--- src/rtl/usbh_tx_packetizer.sv ---
// USB host tx packetizer: PID + len bytes from a FWFT FIFO [+ inverted CRC16 when USBH_TX_CRC16_EN].
// Latency: start_i in cycle N puts the PID on utmi_data_o in N+1, then one byte per accepted cycle.
// Backpressure: txready low holds data/txvalid with no pop or CRC update; an empty FIFO mid-payload aborts.
module usbh_tx_packetizer #(
    parameter int LEN_W = 11
) (
    input  logic             clk_i,
    input  logic             rst_i,
    input  logic             start_i,
    input  logic [7:0]       pid_i,
    input  logic [LEN_W-1:0] len_i,
    input  logic [7:0]       fifo_data_i,
    input  logic             fifo_empty_i,
    output logic             fifo_pop_o,
    output logic [7:0]       utmi_data_o,
    output logic             utmi_txvalid_o,
    input  logic             utmi_txready_i,
    output logic             busy_o,
    output logic             done_o,
    output logic             underrun_o
);

`ifdef USBH_TX_CRC16_EN
    typedef enum logic [2:0] {S_IDLE, S_PID, S_DATA, S_CRC_LO, S_CRC_HI} state_t;
    localparam state_t TAIL_STATE = S_CRC_LO;
    localparam bit     TAIL_DONE  = 1'b0;
`else
    typedef enum logic [1:0] {S_IDLE, S_PID, S_DATA} state_t;
    localparam state_t TAIL_STATE = S_IDLE;
    localparam bit     TAIL_DONE  = 1'b1;
`endif

    state_t           state_q, state_d;
    logic [7:0]       pid_q;
    logic [LEN_W-1:0] rem_q;
    logic             done_q, done_d;
    logic             underrun_q, underrun_d;

`ifdef USBH_TX_CRC16_EN
    logic [15:0] crc_q;

    // Reflected CRC16 (poly 0xA001), one whole byte per cycle, LSB first.
    function automatic logic [15:0] crc16_byte(input logic [15:0] crc, input logic [7:0] d);
        logic [15:0] c;
        c = crc;
        for (int i = 0; i < 8; i++) begin
            if (c[0] ^ d[i]) c = (c >> 1) ^ 16'hA001;
            else             c = c >> 1;
        end
        return c;
    endfunction
`endif

    always_comb begin
        state_d        = state_q;
        utmi_data_o    = 8'h00;
        utmi_txvalid_o = 1'b0;
        fifo_pop_o     = 1'b0;
        done_d         = 1'b0;
        underrun_d     = 1'b0;
        case (state_q)
            S_IDLE: begin
                if (start_i) state_d = S_PID;
            end
            S_PID: begin
                utmi_data_o    = pid_q;
                utmi_txvalid_o = 1'b1;
                if (utmi_txready_i) begin
                    if (rem_q != '0) begin
                        state_d = S_DATA;
                    end else begin
                        state_d = TAIL_STATE;
                        done_d  = TAIL_DONE;
                    end
                end
            end
            S_DATA: begin
                utmi_data_o    = fifo_data_i;
                utmi_txvalid_o = ~fifo_empty_i;
                // FIFO ran dry: drop txvalid and abandon the packet without CRC.
                if (fifo_empty_i) begin
                    underrun_d = 1'b1;
                    state_d    = S_IDLE;
                end else if (utmi_txready_i) begin
                    fifo_pop_o = 1'b1;
                    if (rem_q == LEN_W'(1)) begin
                        state_d = TAIL_STATE;
                        done_d  = TAIL_DONE;
                    end
                end
            end
`ifdef USBH_TX_CRC16_EN
            S_CRC_LO: begin
                utmi_data_o    = ~crc_q[7:0];
                utmi_txvalid_o = 1'b1;
                if (utmi_txready_i) state_d = S_CRC_HI;
            end
            S_CRC_HI: begin
                utmi_data_o    = ~crc_q[15:8];
                utmi_txvalid_o = 1'b1;
                if (utmi_txready_i) begin
                    state_d = S_IDLE;
                    done_d  = 1'b1;
                end
            end
`endif
            default: state_d = S_IDLE;
        endcase
    end

    always_ff @(posedge clk_i or posedge rst_i) begin
        if (rst_i) begin
            state_q    <= S_IDLE;
            pid_q      <= 8'h00;
            rem_q      <= '0;
            done_q     <= 1'b0;
            underrun_q <= 1'b0;
        end else begin
            state_q    <= state_d;
            done_q     <= done_d;
            underrun_q <= underrun_d;
            if (state_q == S_IDLE && start_i) begin
                pid_q <= pid_i;
                rem_q <= len_i;
            end else if (fifo_pop_o) begin
                rem_q <= rem_q - LEN_W'(1);
            end
        end
    end

`ifdef USBH_TX_CRC16_EN
    always_ff @(posedge clk_i or posedge rst_i) begin
        if (rst_i) begin
            crc_q <= 16'hFFFF;
        end else if (state_q == S_IDLE && start_i) begin
            crc_q <= 16'hFFFF;
        end else if (fifo_pop_o) begin
            crc_q <= crc16_byte(crc_q, fifo_data_i);
        end
    end
`endif

    assign busy_o     = (state_q != S_IDLE);
    assign done_o     = done_q;
    assign underrun_o = underrun_q;

endmodule

--- config.mk ---
export PLATFORM = sky130hd
export DESIGN_NAME = usbh_tx_packetizer
export DESIGN_NICKNAME = d
export VERILOG_FILES = /design/src/rtl/usbh_tx_packetizer.sv
export SDC_FILE = /design/constraint.sdc
export NUM_CORES = 1
export LEC_CHECK = 0
export BUFFER_PORTS_ARGS = -buffer_cell sky130_fd_sc_hd__buf_2
export CAP_MARGIN = 20
export CORE_MARGIN = 5
export CORE_UTILIZATION = 45
export CTS_BUF_LIST = sky130_fd_sc_hd__clkbuf_4
export DETAILED_ROUTE_END_ITERATION = 10
export GPL_TIMING_DRIVEN = 0
export MAX_ROUTING_LAYER = met4
export PLACE_DENSITY = 0.81
export SYNTH_ARGS = -nofsm -noshare
export SYNTH_HDL_FRONTEND = slang
export SYNTH_SLANG_ARGS = --single-unit
--- constraint.sdc ---
create_clock -name clk_i -period 2.69 [get_ports clk_i]
set_clock_uncertainty 0.2 [all_clocks]
set_input_delay 0.269 -clock clk_i [delete_from_list [all_inputs] [get_ports clk_i]]
set_output_delay 0.269 -clock clk_i [all_outputs]
set_load 0.02 [all_outputs]
==> run metrics <==
Synth Warn # 0; Clk pin slew, worst setup/hold paths 0.13 ns; DR vias/cell 5.17; Worst VDD drop 0.493 mV; first-pass iteration count of the detailed router 4; Syn Nets 169; Mean Syn Cell Area 10.2 um2; critical path class reg -> out; Clk Latency, worst-skew pair 0.32 ns; clock power share 9.7%; dpl ws 0.509 ns; FF+latch count, synth 23; Synth area leader dfrtp_1; Slew Viols, Final 0; starting density of the core 47.5%; HP Class in -> reg; switch share 42.0%; GRT Total Usage 17.3%; crit path DAT 1.90 ns; Setup Buffers After CTS 0; post-DR wirelength/cell 13.9 um; first-pass GRT wire length 5.58 mm; Row Count 19; Slew @ Worst Pin 0.845 ns; H-tree depth 1; clock buffer count from CTS 3; largest net degree at the start of global routing 24; Pint 0.000962 W; P_sw 0.000696 W; n_diodes 0; CP max FO 10; Syn Std Cell Area 1330 um2; # clock sinks 23; Synth-to-Final Area Change 32.8%; max cap viols 0; # DRC 0; WL final 3.12 mm; Synth Instances 131; register area 576 um2; CTS tree built; data required time of the worst path 2.22 ns; CP Capture Type output port; top cells by area, synth dfrtp_1 43%, mux2_2 7.6%, xnor2_1 5.9%, ha_1 5.6%, a21oi_1 4.5%; full die area 4150 um2; period utilization 88.2%; Post-DRT Antenna Nets 0; Max Root-Sink Buffers 2; Yosys top cell area share 43.2%; clk root buf clkbuf_4; fillers 242; core area 2810 um2; Final Net Count 233; Top Ports 45; FMAX 422 MHz; post-synthesis sequential area ratio 43.2%; vias in the first global route 1273; post-layout min period 2.37 ns; run status finished clean; layout cells sized above 1 32.5%; Final WS setup 0.318 ns; DIE WIDTH 64.4 um; setup_tns 0 ns; Slew HR 43.6%; PD cells 937 nW/um2; leakage power 0.813 nW; endpoints failing setup 0; Die Y 64.4 um; Multi-input gate area 706 um2; combinational power share 52.1%; Detailed Place HPWL 2.41 mm; RSZ-0062 raised after global routing false; IO buf count 44; Initial DRC Count 35; GP Congestion 0.811; post-synth cell types 32; Setup crit start kind flip-flop; grt ovf 0; Seq pwr share 38.2%; vias 1163; initial antenna violation count 0; Fin. Hold Viols 0
==> power by group through the flow <==
stage | logic, W | registers (W) | clock network (W)
CTS | 0.000876 | 0.000635 | 0.000168
global route | 0.000962 | 0.000659 | 0.000183
detailed placement | 0.000858 | 0.000638 | 0
finish | 0.000865 | 0.000633 | 0.000161
floorplan | 0.000645 | 0.000606 | 0
global placement | 0.000821 | 0.000624 | 0
==> area by class of cell <==
type | count | share of cell area, %
clock buffer | 3 | 1.27
buffer | 6 | 1.41
tap | 31 | 2.19
clock inverter | 1 | 0.283
inverter | 7 | 1.49
sequential | 23 | 32.5
timing repair buffer | 59 | 20.9
multi-input combinational | 95 | 39.9
==> layer usage <==
metal	global-route usage [%]	routed length, um
met1	20.9	1330
met2	28.6	1540
met3	2.42	175
met4	7.92	72
met5	-	0
==> critical path, cell delays in order, from the launching register on <==
cell and delay, ns:
dfrtp_1 0.43, inv_1 0.09, ha_1 0.20, clkbuf_1 0.40, a22oi_1 0.16, nor2b_1 0.13, buf_2 0.18
==> worst paths after layout <==
| check | from | end | slack (ns) | depth (start not counted) |
|---|---|---|---|---|
| worst max-delay path | state_q[1]$_DFFE_PP0P_ | utmi_data_o[0] | 0.32 | 6 |
| worst min-delay path | len_i[7] | rem_q[7]$_DFFE_PP0P_ | 0.007 | 3 |
| worst max register to register | state_q[0]$_DFFE_PP0P_ | rem_q[9]$_DFFE_PP0P_ | 0.51 | 7 |
| worst min register to register | pid_q[6]$_DFFE_PP0P_ | pid_q[6]$_DFFE_PP0P_ | 0.33 | 1 |
| max in group asynchronous | rst_i | rem_q[2]$_DFFE_PP0P_ | 1.31 | 3 |
| min in group asynchronous | rst_i | pid_q[0]$_DFFE_PP0P_ | 0.45 | 3 |
==> kinds of logic after synthesis <==
family	Yosys count	synth area share [%]
adders and majority gates	6	5.63
AOI/OAI and AO/OA	27	14.4
muxes	9	7.61
xor gates and xnor gates	10	6.57
and+or+nand+nor	43	18.8
buffers and inverters	13	3.85
DFF	23	43.2
==> metrics by stage <==
step | std cells | cell area [um2] | power (W) | hold slack, ns | utilization (%)
after floorplan | 131 | 1330 | 0.00125 | 0.0709 | -
after global placement | 206 | 1590 | 0.00145 | 0.285 | 56.7
after detailed placement | 206 | 1590 | 0.00150 | 0.297 | 56.7
after CTS | 225 | 1770 | 0.00168 | 0.000000278 | 63.1
after global routing | 225 | 1770 | 0.00180 | 0.000227 | 63.1
final | 225 | 1770 | 0.00166 | 0.00711 | 63.1
==> Yosys cell counts (all sizes together) <==
cell,instances
nor4b,2
or3,1
or4,1
and2,2
a22o,2
o21ai,1
o21a,1
or2,1
a31oi,1
ha,6
nand3b,1
and4,1
nor4,3
o21bai,1
dfrtp,23
a22oi,8
nand2b,2
a21oi,12
buf,2
nand2,3
nor2,11
xnor2,9
o41ai,1
nand4b,1
nor2b,9
nor3,4
xor2,1
nand3,1
mux2,9
inv,7
clkbuf,4
==> flip-flops by register name, indices dropped and copies added, names as in the netlist <==
name,flops
underrun_o,1
rem_q,11
state_q,2
done_o,1
pid_q,8
==> repair_timing <==
item,in CTS,in global routing
endpoints found under the setup margin,0,0
hold buffers,15,0
endpoints found under the hold margin,37,0
resized for setup,0,0
==> cell usage in the layout (no fill, tap or decap), drive strengths merged, types with 3 or more instances in the layout <==
cell type	n
nor3	4
nand2	3
ha	6
buf	46
mux2	9
xnor2	9
a22oi	8
a21oi	12
clkbuf	7
dlygate4sd3	15
dfrtp	23
nor2	11
inv	7
nor2b	9
nor4	3
(Power assumes the default switching activity.)
